### config.mk
export PLATFORM = sky130hd
export DESIGN_NAME = lsu_mem_stage
export DESIGN_NICKNAME = d
export VERILOG_FILES = /design/src/rtl/rv32_pipeline_pkg.sv /design/src/rtl/lsu_align.sv /design/src/rtl/lsu_mem_stage.sv
export SDC_FILE = /design/constraint.sdc
export NUM_CORES = 1
export LEC_CHECK = 0
export BUFFER_PORTS_ARGS = -buffer_cell sky130_fd_sc_hd__buf_2
export CAP_MARGIN = 20
export CELL_PAD_IN_SITES_DETAIL_PLACEMENT = 0
export CELL_PAD_IN_SITES_GLOBAL_PLACEMENT = 1
export CORE_MARGIN = 4
export CORE_UTILIZATION = 35
export DETAILED_ROUTE_END_ITERATION = 8
export HOLD_SLACK_MARGIN = 0.12
export PLACE_DENSITY = 0.82
export SLEW_MARGIN = 20
export SYNTH_ARGS = -nofsm -noshare
export SYNTH_HDL_FRONTEND = slang
export SYNTH_SLANG_ARGS = --single-unit
### constraint.sdc
create_clock -name clk -period 4.1 [get_ports clk]
set_input_delay 0.41 -clock clk [delete_from_list [all_inputs] [get_ports clk]]
set_output_delay 0.41 -clock clk [all_outputs]
set_load 0.01 [all_outputs]
### src/rtl/rv32_pipeline_pkg.sv
`default_nettype none
// +----------------------------------------------------------------------+
// | rv32_pipeline_pkg: shared memory-op encodings, LSU states, trap causes |
// | Rev 1.0                                                              |
// +----------------------------------------------------------------------+
package rv32_pipeline_pkg;

  typedef enum logic [1:0] {
    MEM_NONE  = 2'd0,
    MEM_LOAD  = 2'd1,
    MEM_STORE = 2'd2
  } mem_op_t;

  typedef enum logic [1:0] {
    MEM_B = 2'd0,
    MEM_H = 2'd1,
    MEM_W = 2'd2
  } mem_size_t;

  typedef enum logic [1:0] {
    IDLE      = 2'd0,
    REQ       = 2'd1,
    WAIT_RESP = 2'd2
  } lsu_state_t;

  localparam logic [3:0] CAUSE_LOAD_MISALIGN  = 4'd4;
  localparam logic [3:0] CAUSE_STORE_MISALIGN = 4'd6;

  function automatic logic is_misaligned(input logic [1:0] addr_lo, input logic [1:0] size);
    logic mis;
    mis = 1'b0;
    case (size)
      MEM_B:   mis = 1'b0;
      MEM_H:   mis = addr_lo[0];
      default: mis = (addr_lo != 2'b00);
    endcase
    return mis;
  endfunction

endpackage
`default_nettype wire

### src/rtl/lsu_align.sv
`default_nettype none
// +----------------------------------------------------------------------+
// | lsu_align: store byte-lane steering and load extract/sign-extend     |
// | Rev 1.0                                                              |
// +----------------------------------------------------------------------+
module lsu_align
  import rv32_pipeline_pkg::*;
(
  input  logic [1:0]  st_addr,
  input  logic [1:0]  st_size,
  input  logic [31:0] st_data,
  output logic [3:0]  be,
  output logic [31:0] wdata,
  input  logic [1:0]  ld_addr,
  input  logic [1:0]  ld_size,
  input  logic        ld_unsigned,
  input  logic [31:0] rdata,
  output logic [31:0] ld_data
);

  logic [7:0]  byte_v;
  logic [15:0] half_v;

  // Half lane uses only a[1], so a misaligned half is forced to natural alignment.
  always_comb begin
    be    = 4'hF;
    wdata = st_data;
    case (st_size)
      MEM_B: begin
        be    = 4'b0001 << st_addr;
        wdata = {4{st_data[7:0]}};
      end
      MEM_H: begin
        be    = 4'b0011 << {st_addr[1], 1'b0};
        wdata = {2{st_data[15:0]}};
      end
      default: ;
    endcase
  end

  always_comb begin
    byte_v  = rdata[{ld_addr, 3'b000} +: 8];
    half_v  = ld_addr[1] ? rdata[31:16] : rdata[15:0];
    ld_data = rdata;
    case (ld_size)
      MEM_B:   ld_data = {{24{~ld_unsigned & byte_v[7]}}, byte_v};
      MEM_H:   ld_data = {{16{~ld_unsigned & half_v[15]}}, half_v};
      default: ;
    endcase
  end

endmodule
`default_nettype wire

### src/rtl/lsu_mem_stage.sv
`default_nettype none
// +----------------------------------------------------------------------+
// | lsu_mem_stage: RV32 memory stage (req/gnt/rvalid data port, stalls EX)|
// | Optional misalignment trap: define RV32_LSU_MISALIGN_TRAP_EN          |
// | Rev 1.0                                                              |
// +----------------------------------------------------------------------+
module lsu_mem_stage
  import rv32_pipeline_pkg::*;
#(
  parameter int RESP_TIMEOUT = 0
) (
  input  logic        clk,
  input  logic        rst_n,
  input  logic        ex_valid,
  output logic        ex_ready,
  input  logic [31:0] ex_result,
  input  logic [31:0] ex_store_data,
  input  logic [1:0]  ex_mem_op,
  input  logic [1:0]  ex_mem_size,
  input  logic        ex_unsigned,
  input  logic [4:0]  ex_rd,
  output logic        mem_req,
  input  logic        mem_gnt,
  output logic        mem_we,
  output logic [31:0] mem_addr,
  output logic [3:0]  mem_be,
  output logic [31:0] mem_wdata,
  input  logic        mem_rvalid,
  input  logic [31:0] mem_rdata,
  output logic        wb_valid,
  output logic        wb_we,
  output logic [4:0]  wb_rd,
  output logic [31:0] wb_data,
  output logic        trap_valid,
  output logic [3:0]  trap_cause,
  output logic [31:0] trap_addr
);

  // Timeout is reserved; refuse to elaborate with anything but 0.
  if (RESP_TIMEOUT != 0) begin : g_timeout_reserved
    $error("lsu_mem_stage: RESP_TIMEOUT is reserved and must be 0");
  end

  lsu_state_t  state;
  logic [4:0]  lat_rd;
  logic [1:0]  lat_addr_lo;
  logic [1:0]  lat_size;
  logic        lat_unsigned;
  logic [3:0]  st_be;
  logic [31:0] st_wdata;
  logic [31:0] ld_data;
  logic        accept;
  logic        is_mem;
  logic        trap_now;

  assign ex_ready = (state == IDLE);
  assign accept   = ex_valid & ex_ready;
  assign is_mem   = (ex_mem_op == MEM_LOAD) || (ex_mem_op == MEM_STORE);

  lsu_align u_align (
    .st_addr     (ex_result[1:0]),
    .st_size     (ex_mem_size),
    .st_data     (ex_store_data),
    .be          (st_be),
    .wdata       (st_wdata),
    .ld_addr     (lat_addr_lo),
    .ld_size     (lat_size),
    .ld_unsigned (lat_unsigned),
    .rdata       (mem_rdata),
    .ld_data     (ld_data)
  );

`ifdef RV32_LSU_MISALIGN_TRAP_EN
  assign trap_now = is_mem & is_misaligned(ex_result[1:0], ex_mem_size);

  always_ff @(posedge clk or negedge rst_n) begin
    if (!rst_n) begin
      trap_valid <= 1'b0;
      trap_cause <= 4'd0;
      trap_addr  <= 32'd0;
    end else begin
      trap_valid <= accept & trap_now;
      if (accept & trap_now) begin
        trap_cause <= (ex_mem_op == MEM_STORE) ? CAUSE_STORE_MISALIGN : CAUSE_LOAD_MISALIGN;
        trap_addr  <= ex_result;
      end
    end
  end
`else
  assign trap_now   = 1'b0;
  assign trap_valid = 1'b0;
  assign trap_cause = 4'd0;
  assign trap_addr  = 32'd0;
`endif

  always_ff @(posedge clk or negedge rst_n) begin
    if (!rst_n) begin
      state        <= IDLE;
      mem_req      <= 1'b0;
      mem_we       <= 1'b0;
      mem_addr     <= 32'd0;
      mem_be       <= 4'd0;
      mem_wdata    <= 32'd0;
      wb_valid     <= 1'b0;
      wb_we        <= 1'b0;
      wb_rd        <= 5'd0;
      wb_data      <= 32'd0;
      lat_rd       <= 5'd0;
      lat_addr_lo  <= 2'd0;
      lat_size     <= 2'd0;
      lat_unsigned <= 1'b0;
    end else begin
      wb_valid <= 1'b0;
      case (state)
        IDLE: begin
          if (accept && !is_mem) begin
            wb_valid <= 1'b1;
            wb_we    <= (ex_rd != 5'd0);
            wb_rd    <= ex_rd;
            wb_data  <= ex_result;
          end else if (accept && !trap_now) begin
            state        <= REQ;
            mem_req      <= 1'b1;
            mem_we       <= (ex_mem_op == MEM_STORE);
            mem_addr     <= {ex_result[31:2], 2'b00};
            mem_be       <= st_be;
            mem_wdata    <= st_wdata;
            lat_rd       <= ex_rd;
            lat_addr_lo  <= ex_result[1:0];
            lat_size     <= ex_mem_size;
            lat_unsigned <= ex_unsigned;
          end
        end
        REQ: begin
          if (mem_gnt) begin
            mem_req <= 1'b0;
            if (mem_we) begin
              state    <= IDLE;
              wb_valid <= 1'b1;
              wb_we    <= 1'b0;
              wb_rd    <= lat_rd;
            end else begin
              state <= WAIT_RESP;
            end
          end
        end
        WAIT_RESP: begin
          if (mem_rvalid) begin
            state    <= IDLE;
            wb_valid <= 1'b1;
            wb_we    <= (lat_rd != 5'd0);
            wb_rd    <= lat_rd;
            wb_data  <= ld_data;
          end
        end
        default: state <= IDLE;
      endcase
    end
  end

endmodule
`default_nettype wire

==> metrics.md <==
| Metric | Value |
|---|---|
| Initial antenna violation count | 2 |
| Routability cong. | about 0.8 |
| Die X-Extent | 143 µm |
| Tot Pwr | ~6.6 mW |
| Setup Viol. Count Final | 0 |
| Tcrit/Tclk final | between 60% and 70% |
| Adder-cell share of the synthesized area | under 10% |
| Residual DRC | 0 |
| R2R setup slack | roughly 1.6 ns |
| Setup TNS | 0 ns |
| Fin. max-slew vios | 0 |
| Core Util, Final | between 40% and 50% |
| Final HPWL DP | approximately 14,000 µm |
| I/O pin cnt | 258 |
| Placed cell count | 1,035 |
| Startpoint types | flop |
| WP data required | approximately 4.4 ns |
| DIE HEIGHT | between 100 and 150 µm |
| Syn Inst Count | ~630 |
| Hold Buf Count CTS | 1 |
| GRT Residual Overflow | 0 |
| First-pass GRT wire length | 29,500 µm |
| Main synth FF type | dfrtp_1 |
| Layout cells sized above 1 | around a third |
| Peak VDD IR | about 410 µV |
| Vias | approximately 5,300 |
| Final Cell Area | 8130 µm² |
| Leading cell types in the layout, fill and taps excluded | buf_2 (217), dfrtp_1 (119), nand2_1 (59) |
| Max stage delay cell, worst path | a211oi_4 |
| Dpl ws | 1.51 ns |
| Sequential cell area | just under 3000 µm² |
| Seq/Total Area, Yosys | 46.5% |
| Most common cell after layout, fill and taps aside | buf_2 |
| Yosys top cell area share | a little under half |
| Row cnt | 49 |
| Clock slew at reported path FFs | 0.06 ns |
| Total die area | roughly 21,000 µm² |
| Vias in the first global route | roughly 5,500 |
| RSZ-0062 raised after global routing | no |
| Non-filler cells, final | roughly 1,100 |
| Fraction of registers with async set/reset | between 90% and 100% |
| WP buf/inv | 2 |
| H-tree depth | 4 |
| Clock latency at the later pin of the worst-skew pair | between 0.4 and 0.5 ns |
| Final wirelength | around 19,000 µm |
| TritonRoute pass-1 iters | 5 |
| Synthesis Warnings | 0 |
| RR Startpoint | state[0] |
| Initial core utilization | 35.7% |
| Crit-path max FO | 22 |
| Core box area | ~18,000 µm² |
| Worst Hold End | lat_unsigned |
| Met2 Resource Use GR | 30.0% |
| Total power density per cell area | roughly 810 nW/µm² |
| Main combinational cell family by area after synthesis | compound AO/OA/AOI/OAI gates |
| Final Skew | between 0.015 and 0.02 ns |
| Placed cell area | between 7000 and 8000 µm² |
| Hold Path Class | primary input to flop |
| Filler instances | roughly 1,800 |
| Layout Nets | ~940 |
| Synth area leader | dfrtp_1 |
| Cts repair resizes | 0 |
| Critical path cell sequence | inv_1 > ha_1 > nor2_1 > a211oi_4 > buf_4 > o21ai_0 > o21ai_1 |
| Synth Area in Simple Gates | 10.4% |
| Tmin final | 2.53 ns |
| Post-synth cell types | 48 |
| Status | finished clean |
| Synthesized area | roughly 6400 µm² |
| Gr usage total | between 10% and 20% |
| Hold Vio Cnt, Final | 0 |
| Clk sinks | 119 |
| Slew @ Worst Pin | roughly 1.1 ns |
| GR Util met3 | under 10% |
| CTS tree | done |
| Max Cap Violations | 0 |
| Max Freq | slightly below 400 MHz |
| Critical path class | flop to flop |
| Vias per inst | around 5.0 |
| Multiplexer share of the synthesized area | about 17% |
| Synth Area in Compound Gates | between 10% and 20% |
| Synth Register Bits | between 100 and 150 |
| Largest net degree at the start of global routing | 76 |
| Post-CTS setup buffer count | 0 |
| CP arrival | about 2.9 ns |
| Critical Path End Type | flop |
| Crit path max-delay family | compound AO/OA/AOI/OAI gates |
| Hold Path Origin | ex_unsigned |
| Hold path depth | 2 |
| Reg2Reg Capture Point | wb_data[18] |
| Clock Path Buffers | 2 |
| Grt peak-use layer | met2 |
| Largest cells by area after synthesis | dfrtp_1 (46%), mux2_1 (8.6%), mux2i_1 (7.0%) |
| Synth-to-Final Area Change | 26.9% |
| CTS Buf Count | 17 |
| Static leakage | just under 4 nW |
| EDFF count, synth | 0 |
| Average cell area after synthesis | around 10 µm² |
| Port-buffer cells | between 200 and 250 |
| Antenna Nets Post-Route | 0 |
| Xor/xnor cell area share of the yosys netlist | 0% |
| Multi-input logic area | 3040 µm² |
| Drt wl/cell | ~18 µm |
| Rel. slew slack | 25.2% |
| Setup ws final | between 1.5 and 2 ns |
| R2R depth | 7 |
| Met1 Use GR | a little under a quarter |
| CP max stage delay | 0.80 ns |
| DRT iter0 DRCs | between 200 and 250 |
| Root buffer cell | clkbuf_16 |
| Hold_ws | approximately 0.21 ns |
[worst max path at each step]
stage,startpoint,endpoint,depth (start not counted)
2_1_floorplan,state[0],wb_data[13],8
3_3_place_gp,state[0],wb_data[31],7
3_5_place_dp,state[0],wb_data[18],7
4_1_cts,state[0],wb_data[18],7
5_1_grt,state[0],wb_data[21],7
6_report,state[0],wb_data[18],7
[logic make-up after synthesis]
family          Yosys count
mux                      97
buf+inv                  92
other cells               1
compound gates          167
simple gates            144
flops                   119
fa+ha+maj                 7
[worst reg2reg max path, stage by stage (launching register included)]
cell and delay (ns):
dfrtp_1 0.42, inv_1 0.13, ha_1 0.40, nor2_1 0.15
a211oi_4 0.80, buf_4 0.30, o21ai_0 0.11, o21ai_1 0.15
[power by group]
group          total [mW]  switching [mW]  internal (mW)  leakage, nW
sequential           2.18           0.404           1.77         1.43
clock                1.59           0.534           1.06        0.306
combinational        2.80            1.61           1.19         2.19
[cells in the mapped netlist (all sizes together) (8+ instances only)]
| cell type | count |
|---|---|
| dfrtp | 119 |
| o21ai | 66 |
| buf | 60 |
| nand2 | 59 |
| mux2 | 50 |
| mux2i | 46 |
| nor2 | 42 |
| a21oi | 36 |
| clkbuf | 25 |
| a21boi | 17 |
| nor2b | 16 |
| o41ai | 16 |
| nand2b | 10 |
| nand3b | 9 |
| o311ai | 8 |
[registers in the layout, summed over array words and instances (netlist names), 2 cells and up]
| name | cells |
|---|---|
| lat_rd | 5 |
| wb_rd | 5 |
| mem_addr | 30 |
| state | 2 |
| mem_be | 4 |
| lat_size | 2 |
| mem_wdata | 32 |
| wb_data | 32 |
| lat_addr_lo | 2 |
[metal layers]
layer  routed length, µm  share of wire, %
met4                 176              0.93
met3                1660               8.8
met2                8870                47
met1                8180                43
met5                  32              0.17
[layout make-up]
class / count / share of cell area [%]
multi-input combinational: 454 / 37.3
sequential: 119 / 36.6
timing repair buffer: 227 / 14.5
clock buffer: 22 / 5.83
tap: 229 / 3.52
clock inverter: 9 / 1.82
inverter: 7 / 0.323
antenna: 2 / 0.0616
(Power assumes the default switching activity.)
